==> config.mk <==
export PLATFORM = sky130hd
export DESIGN_NAME = calc3_req_port
export DESIGN_NICKNAME = d
export VERILOG_FILES = /design/src/rtl/calc3_pkg.sv /design/src/rtl/calc3_rsp_fifo.sv /design/src/rtl/calc3_req_port.sv
export SDC_FILE = /design/constraint.sdc
export NUM_CORES = 1
export LEC_CHECK = 0
export BUFFER_PORTS_ARGS = -buffer_cell sky130_fd_sc_hd__buf_4
export CORE_UTILIZATION = 55
export DETAILED_ROUTE_END_ITERATION = 10
export PLACE_DENSITY_LB_ADDON = 0.12
export SYNTH_ARGS = -nofsm -noshare
export SYNTH_HDL_FRONTEND = slang
export SYNTH_SLANG_ARGS = --single-unit
==> constraint.sdc <==
create_clock -name c_clk -period 4.48 [get_ports c_clk]
set_input_delay 0.224 -clock c_clk [delete_from_list [all_inputs] [get_ports c_clk]]
set_output_delay 0.224 -clock c_clk [all_outputs]
set_load 0.03 [all_outputs]
==> src/rtl/calc3_pkg.sv <==
// Shared types and constants for the CALC3 request-port initiator.
// Holds command and response codes, the tag type, the request and response
// records, and a small priority helper used for tag selection.
package calc3_pkg;

    localparam int NUM_TAGS   = 4;
    localparam int FIFO_DEPTH = 4;

    typedef logic [3:0] cmd_t;
    typedef logic [1:0] resp_t;
    typedef logic [1:0] tag_t;

    // CALC3 command codes. The port forwards any code unchanged, so these
    // are reference values only.
    localparam cmd_t CMD_NOP   = 4'b0000;
    localparam cmd_t CMD_ADD   = 4'b0001;
    localparam cmd_t CMD_SUB   = 4'b0010;
    localparam cmd_t CMD_SHL   = 4'b0101;
    localparam cmd_t CMD_SHR   = 4'b0110;
    localparam cmd_t CMD_STORE = 4'b1001;
    localparam cmd_t CMD_FETCH = 4'b1010;

    // Response codes. Anything other than RESP_NONE counts as a response.
    localparam resp_t RESP_NONE = 2'b00;
    localparam resp_t RESP_OK   = 2'b01;
    localparam resp_t RESP_ERR  = 2'b10;
    localparam resp_t RESP_RSVD = 2'b11;

    // Request as driven onto the CALC3 request port.
    typedef struct packed {
        cmd_t        cmd;
        logic [3:0]  d1;
        logic [3:0]  d2;
        logic [3:0]  r1;
        logic [31:0] data;
        tag_t        tag;
    } req_rec_t;

    // Response as returned upstream; timeout=1 marks a synthesized entry
    // for a tag that never got an answer.
    typedef struct packed {
        resp_t       resp;
        logic [31:0] data;
        tag_t        tag;
        logic        timeout;
    } rsp_rec_t;

    // Index of the lowest set bit; 0 when none is set (callers qualify).
    function automatic tag_t lowest_set(input logic [NUM_TAGS-1:0] v);
        tag_t t;
        t = '0;
        for (int i = NUM_TAGS - 1; i >= 0; i--) begin
            if (v[i]) t = tag_t'(i);
        end
        return t;
    endfunction

endpackage

==> src/rtl/calc3_rsp_fifo.sv <==
// Four-entry first-word-fall-through FIFO for upstream responses.
// Ports:
//   clk_i, rst_ni        clock, asynchronous active-low reset
//   push_i, push_data_i  write an entry
//   pop_i                consume the head entry (ignored when empty)
//   head_o               head entry, forced to zero while empty
//   empty_o              no entries held
//   count_o              entries held, 0..4
module calc3_rsp_fifo
    import calc3_pkg::*;
(
    input  logic       clk_i,
    input  logic       rst_ni,
    input  logic       push_i,
    input  rsp_rec_t   push_data_i,
    input  logic       pop_i,
    output rsp_rec_t   head_o,
    output logic       empty_o,
    output logic [2:0] count_o
);

    rsp_rec_t   mem_q [FIFO_DEPTH];
    logic [1:0] wr_ptr_q, wr_ptr_d;
    logic [1:0] rd_ptr_q, rd_ptr_d;
    logic [2:0] count_q, count_d;
    logic       do_push, do_pop;

    always_comb begin
        do_pop   = pop_i & (count_q != 3'd0);
        // A push at full is accepted only when the head leaves on the same edge.
        do_push  = push_i & ((count_q != 3'd4) | do_pop);
        wr_ptr_d = do_push ? wr_ptr_q + 2'd1 : wr_ptr_q;
        rd_ptr_d = do_pop  ? rd_ptr_q + 2'd1 : rd_ptr_q;
        count_d  = count_q + {2'b00, do_push} - {2'b00, do_pop};
    end

    always_ff @(posedge clk_i or negedge rst_ni) begin
        if (!rst_ni) begin
            wr_ptr_q <= '0;
            rd_ptr_q <= '0;
            count_q  <= '0;
        end else begin
            wr_ptr_q <= wr_ptr_d;
            rd_ptr_q <= rd_ptr_d;
            count_q  <= count_d;
        end
    end

    // Storage needs no reset: the head is masked whenever the FIFO is empty.
    always_ff @(posedge clk_i) begin
        if (do_push) mem_q[wr_ptr_q] <= push_data_i;
    end

    assign empty_o = (count_q == 3'd0);
    assign count_o = count_q;
    assign head_o  = empty_o ? '0 : mem_q[rd_ptr_q];

endmodule

==> src/rtl/calc3_req_port.sv <==
// Initiator end of one CALC3 port. Issues tagged requests, tracks which tags
// are outstanding, matches responses by tag, declares silent tags lost after
// TIMEOUT cycles, and returns responses upstream in arrival order.
// Ports:
//   c_clk, reset_n                     clock, asynchronous active-low reset
//   op_valid/op_ready, op_*            upstream operation handshake and fields
//   req_*                              CALC3 request port, one-cycle pulse per issue
//   out_resp, out_data, out_tag        CALC3 response port
//   rsp_valid/rsp_ready, rsp_*         upstream response handshake and record
//   err_spurious, err_timeout, err_clr sticky error flags and their clear
// Handshakes: a transfer happens on a rising edge where valid and ready are
// both 1; ready never depends on valid.
module calc3_req_port
    import calc3_pkg::*;
#(
    parameter int TIMEOUT = 64
) (
    input  logic        c_clk,
    input  logic        reset_n,
    input  logic        op_valid,
    output logic        op_ready,
    input  logic [3:0]  op_cmd,
    input  logic [3:0]  op_d1,
    input  logic [3:0]  op_d2,
    input  logic [3:0]  op_r1,
    input  logic [31:0] op_data,
    output logic [3:0]  req_cmd,
    output logic [3:0]  req_d1,
    output logic [3:0]  req_d2,
    output logic [3:0]  req_r1,
    output logic [31:0] req_data,
    output logic [1:0]  req_tag,
    input  logic [1:0]  out_resp,
    input  logic [31:0] out_data,
    input  logic [1:0]  out_tag,
    output logic        rsp_valid,
    input  logic        rsp_ready,
    output logic [1:0]  rsp_resp,
    output logic [31:0] rsp_data,
    output logic [1:0]  rsp_tag,
    output logic        rsp_timeout,
    output logic        err_spurious,
    output logic        err_timeout,
    input  logic        err_clr
);

    localparam logic [7:0] TERM_AGE = 8'(TIMEOUT - 1);

    logic [NUM_TAGS-1:0] out_v_q, out_v_d;
    logic [7:0]          age_q [NUM_TAGS];
    logic [7:0]          age_d [NUM_TAGS];
    req_rec_t            req_q, req_d;
    logic                err_sp_q, err_sp_d;
    logic                err_to_q, err_to_d;

    logic [2:0]          out_cnt;
    logic [2:0]          fifo_cnt;
    logic                fifo_empty;
    rsp_rec_t            fifo_head;
    tag_t                alloc_tag, to_tag;
    logic                issue, resp_hit, spurious, to_fire, push;
    logic [NUM_TAGS-1:0] to_cand;
    rsp_rec_t            push_rec;

    always_comb begin
        out_cnt = '0;
        for (int i = 0; i < NUM_TAGS; i++) out_cnt = out_cnt + 3'(out_v_q[i]);

        // Outstanding tags plus queued responses never exceed the FIFO depth,
        // so every response or timeout always has a slot to land in.
        op_ready  = reset_n & ~(&out_v_q)
                  & (({1'b0, out_cnt} + {1'b0, fifo_cnt}) < 4'd4);
        issue     = op_valid & op_ready;
        alloc_tag = lowest_set(~out_v_q);

        resp_hit  = (out_resp != RESP_NONE) &  out_v_q[out_tag];
        spurious  = (out_resp != RESP_NONE) & ~out_v_q[out_tag];

        // A response push takes the FIFO slot this cycle; expired tags stay
        // parked at their terminal age and go out lowest-first on later cycles.
        // This also makes a same-cycle response win over its own timeout.
        for (int i = 0; i < NUM_TAGS; i++) to_cand[i] = out_v_q[i] & (age_q[i] == TERM_AGE);
        to_fire = (|to_cand) & ~resp_hit;
        to_tag  = lowest_set(to_cand);

        push     = resp_hit | to_fire;
        push_rec = resp_hit ? '{resp: out_resp, data: out_data, tag: out_tag, timeout: 1'b0}
                            : '{resp: RESP_NONE, data: 32'd0, tag: to_tag, timeout: 1'b1};

        out_v_d = out_v_q;
        if (resp_hit) out_v_d[out_tag] = 1'b0;
        if (to_fire)  out_v_d[to_tag]  = 1'b0;
        // Allocation came from the registered vector, so it never collides
        // with a tag being released on this edge.
        if (issue)    out_v_d[alloc_tag] = 1'b1;

        for (int i = 0; i < NUM_TAGS; i++) begin
            age_d[i] = age_q[i];
            if (out_v_q[i] && (age_q[i] != TERM_AGE)) age_d[i] = age_q[i] + 8'd1;
            if (issue && (alloc_tag == tag_t'(i)))   age_d[i] = '0;
        end

        req_d = '0;
        if (issue) begin
            req_d.cmd  = op_cmd;
            req_d.d1   = op_d1;
            req_d.d2   = op_d2;
            req_d.r1   = op_r1;
            req_d.data = op_data;
            req_d.tag  = alloc_tag;
        end

        // Setting beats clearing so an event in the clear cycle is not lost.
        err_sp_d = spurious ? 1'b1 : (err_clr ? 1'b0 : err_sp_q);
        err_to_d = to_fire  ? 1'b1 : (err_clr ? 1'b0 : err_to_q);
    end

    always_ff @(posedge c_clk or negedge reset_n) begin
        if (!reset_n) begin
            out_v_q  <= '0;
            for (int i = 0; i < NUM_TAGS; i++) age_q[i] <= '0;
            req_q    <= '0;
            err_sp_q <= 1'b0;
            err_to_q <= 1'b0;
        end else begin
            out_v_q  <= out_v_d;
            for (int i = 0; i < NUM_TAGS; i++) age_q[i] <= age_d[i];
            req_q    <= req_d;
            err_sp_q <= err_sp_d;
            err_to_q <= err_to_d;
        end
    end

    calc3_rsp_fifo u_rsp_fifo (
        .clk_i       (c_clk),
        .rst_ni      (reset_n),
        .push_i      (push),
        .push_data_i (push_rec),
        .pop_i       (rsp_ready),
        .head_o      (fifo_head),
        .empty_o     (fifo_empty),
        .count_o     (fifo_cnt)
    );

    assign req_cmd      = req_q.cmd;
    assign req_d1       = req_q.d1;
    assign req_d2       = req_q.d2;
    assign req_r1       = req_q.r1;
    assign req_data     = req_q.data;
    assign req_tag      = req_q.tag;

    assign rsp_valid    = ~fifo_empty;
    assign rsp_resp     = fifo_head.resp;
    assign rsp_data     = fifo_head.data;
    assign rsp_tag      = fifo_head.tag;
    assign rsp_timeout  = fifo_head.timeout;

    assign err_spurious = err_sp_q;
    assign err_timeout  = err_to_q;

endmodule

==> impl_metrics.env, run 1 <==
export IMPL_power_internal_w=0.005244
export IMPL_ys_types=57
export IMPL_status="finished clean"
export IMPL_startpoint_type="flop"
export IMPL_grt_first_pass_wirelength_um=33400
export IMPL_wl_um=21220
export IMPL_drt_initial_drc_count=392
export IMPL_rows=49
export IMPL_drive_gt1_frac=0.3149
export IMPL_hold_path_class="in2reg"
export IMPL_synth_top_area_share=0.4418
export IMPL_synth_area_per_cell_um2=15.57
export IMPL_slew_violations=0
export IMPL_place_gp_congestion=0.8125
export IMPL_holdBufCountCts=50
export IMPL_overflow=0
export IMPL_path_clk_slew_ns=0.06
export IMPL_fmaxAchievable_mhz=304.8
export IMPL_diodes=0
export IMPL_required_ns=4.84
export IMPL_p_per_area_nw_per_um2=623.5
export IMPL_period_minus_slack_ns=3.281
export IMPL_portBuffers=179
export IMPL_viasPerCell=5.508
export IMPL_place_hpwl_um=12900
export IMPL_ir_drop_v=0.0004454
export IMPL_maxCapViolations=0
export IMPL_p_sw_w=0.002821
export IMPL_initial_core_util=0.5599
export IMPL_postCtsSetupBuffers=0
export IMPL_hold_viol_final=0
export IMPL_die_area_um2=18830
export IMPL_end_kind="flop"
export IMPL_clkLatencyLatePin_ns=0.50
export IMPL_grt_pass1_vias=6499
export IMPL_p_comb_frac=0.357
export IMPL_setup_violations=0
export IMPL_synth_area_leaders="edfxtp_1 (44%), dfrtp_1 (24%), mux4_2 (8.3%)"
export IMPL_slew_headroom=0.3229
export IMPL_io_pins=180
export IMPL_drcViolationCount=0
export IMPL_fin_crit_sh=0.7323
export IMPL_tns_ns=0
export IMPL_seq_area_frac_synth=0.6782
export IMPL_vias=6230
export IMPL_p_sw_frac=0.3497
export IMPL_clkPwrFrac=0.235
export IMPL_arrival_ns=3.64
export IMPL_dieWidth_um=137.2
export IMPL_leakagePower_nw=5.302
export IMPL_ctsResizeCount=0
export IMPL_cts_root_buf="clkbuf_16"
export IMPL_fin_worst_skew_ns=0.008100
export IMPL_cts_made_buffers=25
export IMPL_core_um2=17960
export IMPL_cts_tree="built"
export IMPL_synth_cell_area_um2=10060
export IMPL_p_seq_frac=0.408
export IMPL_first_pass_iters=5
export IMPL_wl_per_cell_um=18.76
export IMPL_ys_async_sr_fraction=0.3909
export IMPL_critPathMaxFanout=17
export IMPL_grt_max_degree=77
export IMPL_syn_nets=751
export IMPL_setup_slack_ns=1.200
export IMPL_grt_use_total=0.2315
export IMPL_die_y_um=137.2
export IMPL_synth_edff_count=148
export IMPL_htreeDepth=1
export IMPL_yosys_area_top_type="edfxtp_1"
export IMPL_synth_ff_type="edfxtp_1"
export IMPL_yosysWarnings=0
export IMPL_area_delta_synth_final_pct=28.60
export IMPL_syn_inst=646
export IMPL_cts_sinks=243
export IMPL_tightestPinTransition_ns=1.016
export IMPL_synth_seq_cells=243
export IMPL_clockBufferDepth=3
export IMPL_rsz0062_at_grt="false"
export IMPL_pre_cts_ws_ns=1.234
export IMPL_ant_nets=0
export IMPL_antenna_found_initial=0
export IMPL_final_net_count=990
export IMPL_critical_path_class="reg2reg"
-- cells in the mapped netlist (3+ instances only) --
cell type / count
a21oi_1: 11
and2_1: 127
and3_1: 7
buf_2: 7
clkbuf_1: 18
dfrtp_1: 95
edfxtp_1: 148
ha_1: 14
inv_1: 15
mux2i_1: 9
mux4_2: 37
nand2_1: 8
nand3_1: 13
nand4_1: 5
nand4bb_1: 4
nor2_1: 27
nor3_1: 9
o211ai_1: 5
o21ai_0: 14
o22ai_1: 4
or3_1: 4
or4b_2: 3
xnor2_1: 9
xor2_1: 11
-- worst paths after layout --
path | from | depth (start not counted) | endpoint | slack (ns)
setup / recovery | out_v_q[0] | 6 | age_q[3] | 1.20
hold / removal | out_resp[0] | 3 | err_spurious | 0.07
setup reg to reg | out_v_q[0] | 6 | age_q[3] | 1.20
hold reg to reg | err_timeout | 2 | err_timeout | 0.54
max in group asynchronous | reset_n | 3 | u_rsp_fifo.rd_ptr_q[1] | 3.02
min in group asynchronous | reset_n | 2 | req_data[13] | 0.15
-- layout make-up --
type	count	area, um^2
fill	1161	5029
clock inverter	8	50.05
tap	229	286.5
clock buffer	36	706.9
inverter	15	56.30
multi-input combinational	360	3084
sequential	243	6824
timing repair buffer	240	1927
-- cell usage in the layout (no fill, tap or decap), types with 13 or more instances in the layout --
| cell | synthesis | layout |
|---|---|---|
| mux4_2 | 37 | 37 |
| dfrtp_1 | 95 | 93 |
| edfxtp_1 | 148 | 148 |
| and2_1 | 127 | 123 |
| dlygate4sd3_1 | 0 | 50 |
| nor2_1 | 27 | 27 |
| clkbuf_16 | 0 | 25 |
| nand3_1 | 13 | 13 |
| buf_4 | 0 | 190 |
| inv_1 | 15 | 15 |
| o21ai_0 | 14 | 14 |
| ha_1 | 14 | 14 |
-- critical path, stage by stage, from the launching register on --
cell	delay (ns)
dfrtp_1	0.62
fa_1	0.49
ha_1	0.29
a21o_1	0.22
a2111oi_4	0.83
nor4b_4	0.58
nor2_1	0.11
-- metal layers --
layer / share of wire / vias to the layer above / global-route usage / wire length, um
met4: 0.020 / 0 / 0.06716 / 431
met2: 0.54 / 203 / 0.4074 / 11360
met5: 0 / - / 0 / 0
met3: 0.053 / 37 / 0.02796 / 1121
li1: - / 2844 / - / -
met1: 0.39 / 3146 / 0.3032 / 8304
-- power groups by stage --
stage | clock network [W] | logic, W | registers, W
finish | 0.00190 | 0.00288 | 0.00329
global route | 0.00202 | 0.00312 | 0.00335
CTS | 0.00193 | 0.00291 | 0.00329
detailed placement | 0 | 0.00286 | 0.00332
global placement | 0 | 0.00278 | 0.00328
floorplan | 0 | 0.00197 | 0.00321
-- registers in the layout, indices dropped and copies added (netlist names), 4 cells and up --
name	cells
u_rsp_fifo.mem_q	148
age_q	32
req_data	32
out_v_q	4
req_cmd	4
req_d1	4
req_d2	4
req_r1	4
-- per-stage QoR --
step	hold WS [ns]	std cells	area, um^2	total power [W]	util
2_1_floorplan	-0.07159	646	10060	0.005175	-
3_3_place_gp	0.1159	1037	11680	0.006065	0.6501
3_5_place_dp	0.1235	1037	11680	0.006185	0.6501
4_1_cts	0.05508	1131	12930	0.008129	0.7201
5_1_grt	0.09228	1131	12930	0.008493	0.7201
6_report	0.07128	1131	12930	0.008065	0.7201
-- cells by family after synthesis --
family / count (synthesis) / synth area share
fa+ha+maj: 16 / 0.02140
xor+xnor: 20 / 0.01742
buf+inv: 43 / 0.01704
flops: 243 / 0.6782
simple gates: 224 / 0.1365
mux: 47 / 0.09292
compound gates: 53 / 0.03657
No activity file was read; power rests on OpenSTA's default activity.
==> run 2: changes to the inputs <==
--- a/config.mk
+++ b/config.mk
@@ -6,7 +6,7 @@
 export NUM_CORES = 1
 export LEC_CHECK = 0
 export BUFFER_PORTS_ARGS = -buffer_cell sky130_fd_sc_hd__buf_4
-export CORE_UTILIZATION = 55
+export CORE_UTILIZATION = 50
 export DETAILED_ROUTE_END_ITERATION = 10
 export PLACE_DENSITY_LB_ADDON = 0.12
 export SYNTH_ARGS = -nofsm -noshare
==> constraint.sdc (replaced) <==
create_clock -name c_clk -period 2.8 [get_ports c_clk]
set_input_delay 0.14 -clock c_clk [delete_from_list [all_inputs] [get_ports c_clk]]
set_output_delay 0.14 -clock c_clk [all_outputs]
set_load 0.03 [all_outputs]
==> impl_metrics.env, run 2 (same netlist as run 1, synthesis figures left out) <==
export IMPL_arrival_ns=3.02
export IMPL_viasPerCell=5.241
export IMPL_grt_max_degree=83
export IMPL_required_ns=3.18
export IMPL_tns_ns=0
export IMPL_place_hpwl_um=12630
export IMPL_wl_um=21120
export IMPL_postCtsSetupBuffers=0
export IMPL_p_per_area_nw_per_um2=1001
export IMPL_die_y_um=143.8
export IMPL_p_seq_frac=0.370
export IMPL_clkLatencyLatePin_ns=0.51
export IMPL_slew_headroom=0.3277
export IMPL_overflow=0
export IMPL_period_minus_slack_ns=2.637
export IMPL_ctsResizeCount=0
export IMPL_rr_endpoint="age_q[13]"
export IMPL_largest_reg_flops=148
export IMPL_cts_tree="built"
export IMPL_ant_nets=0
export IMPL_core_um2=19590
export IMPL_vias=6357
export IMPL_regMostFlops="u_rsp_fifo.mem_q"
export IMPL_regToRegSetupSlack_ns=0.16
export IMPL_grt_first_pass_wirelength_um=33260
export IMPL_whs_ns=0.01651
export IMPL_fmaxAchievable_mhz=379.2
export IMPL_clockBufferDepth=3
export IMPL_layoutNonFillerInstCount=1213
export IMPL_clkPwrFrac=0.267
export IMPL_critical_path_class="reg2reg"
export IMPL_leakagePower_nw=5.601
export IMPL_p_sw_w=0.004562
export IMPL_end_kind="flop"
export IMPL_pre_cts_ws_ns=0.1680
export IMPL_drt_initial_drc_count=349
export IMPL_startpoint_type="flop"
export IMPL_dp_cells=1086
export IMPL_worstReg2RegStart="out_v_q[0]"
export IMPL_fin_worst_skew_ns=0.008051
export IMPL_layout_commonest_cell="buf_4"
export IMPL_path_clk_slew_ns=0.06
export IMPL_place_gp_congestion=0.7716
export IMPL_drcViolationCount=0
export IMPL_post_route_util=0.6976
export IMPL_grt_use_total=0.2087
export IMPL_cts_made_buffers=25
export IMPL_holdBufCountCts=81
export IMPL_diodes=0
export IMPL_portBuffers=179
export IMPL_tightestPinTransition_ns=1.008
export IMPL_io_pins=180
export IMPL_ir_drop_v=0.0005527
export IMPL_regArea_um2=6824
export IMPL_n_fill_cell=1302
export IMPL_htreeDepth=1
export IMPL_first_pass_iters=4
export IMPL_p_comb_frac=0.362
export IMPL_maxCapViolations=0
export IMPL_status="finished clean"
export IMPL_rsz0062_at_grt="false"
export IMPL_critPathMaxFanout=9
export IMPL_wl_per_cell_um=17.41
export IMPL_cts_root_buf="clkbuf_16"
export IMPL_ff2ff_path_depth=6
export IMPL_hold_viol_final=0
export IMPL_initial_core_util=0.5134
export IMPL_area_delta_synth_final_pct=35.88
export IMPL_slew_violations=0
export IMPL_fin_crit_sh=0.9418
export IMPL_rows=51
export IMPL_drive_gt1_frac=0.3207
export IMPL_dieWidth_um=143.8
export IMPL_grt_pass1_vias=6669
export IMPL_setup_violations=0
export IMPL_power_internal_w=0.009113
export IMPL_hold_path_class="in2async"
export IMPL_p_sw_frac=0.3336
export IMPL_antenna_found_initial=0
export IMPL_multi_input_comb_area_um2=3084
export IMPL_cts_sinks=243
export IMPL_final_net_count=1034
export IMPL_layout_cells_most_common_list="buf_4 (194), edfxtp_1 (148), and2_1 (123)"
export IMPL_setup_slack_ns=0.1630
export IMPL_die_area_um2=20690
-- run 2: cell count changes in the layout (fill, tap and decap cells not counted) --
cell and delta:
bufinv_16 +7, buf_4 +4, inv_6 +1, clkbuf_8 -3, dlygate4sd3_1 +31, clkinv_8 -1, clkinv_4 +1, clkbuf_1 -4
buf_12 +9, clkinvlp_4 +2, clkinv_1 -1
-- run 2: per-layer routing --
layer	track usage	vias up	wire length, um
met2	0.3692	175	11000
met3	0.03232	32	1036
met4	0.05319	0	403
met1	0.2682	3204	8678
li1	-	2946	-
met5	0	-	0
-- run 2: metrics by stage --
step	total power [W]	area [um^2]
floorplan	0.008276	10060
global placement	0.009889	11930
detailed placement	0.01004	11930
CTS	0.01381	13670
global route	0.01439	13670
finish	0.01368	13670
-- run 2: critical path: stages (launching register included) --
cell and delay (ns):
dfrtp_1 0.40, fa_1 0.43, ha_1 0.19, or3b_4 0.39, a2111oi_4 0.51, nor3b_4 0.46
nor3_1 0.12
-- run 2: how the worst max path moves through the flow --
| stage | startpoint | end | slack [ns] | depth (start not counted) |
|---|---|---|---|---|
| 4_1_cts | out_v_q[0] | age_q[26] | 0.14 | 6 |
| 6_report | out_v_q[0] | age_q[13] | 0.16 | 6 |
| 2_1_floorplan | out_v_q[0] | age_q[0] | 0.29 | 6 |
| 3_3_place_gp | out_v_q[0] | age_q[26] | 0.24 | 6 |
| 3_5_place_dp | out_v_q[0] | age_q[26] | 0.17 | 6 |
| 5_1_grt | out_v_q[0] | age_q[13] | 0.03 | 6 |
-- run 2: area by class of cell --
class | count | share of cell area
well taps | 265 | 0.02426
repair buffers | 284 | 0.1791
flip-flops and latches | 243 | 0.4993
inverters | 15 | 0.004120
clock buffers | 29 | 0.04761
multi-input cells | 360 | 0.2257
clock inverters | 17 | 0.01996
-- run 2: power by group through the flow --
| stage | Sequential (W) | Combinational [W] | Clock (W) |
|---|---|---|---|
| after global routing | 0.00514 | 0.00537 | 0.00388 |
| after detailed placement | 0.00513 | 0.00491 | 0 |
| after global placement | 0.00509 | 0.00480 | 0 |
| final | 0.00506 | 0.00495 | 0.00366 |
| after CTS | 0.00506 | 0.00502 | 0.00373 |
| after floorplan | 0.00513 | 0.00315 | 0 |
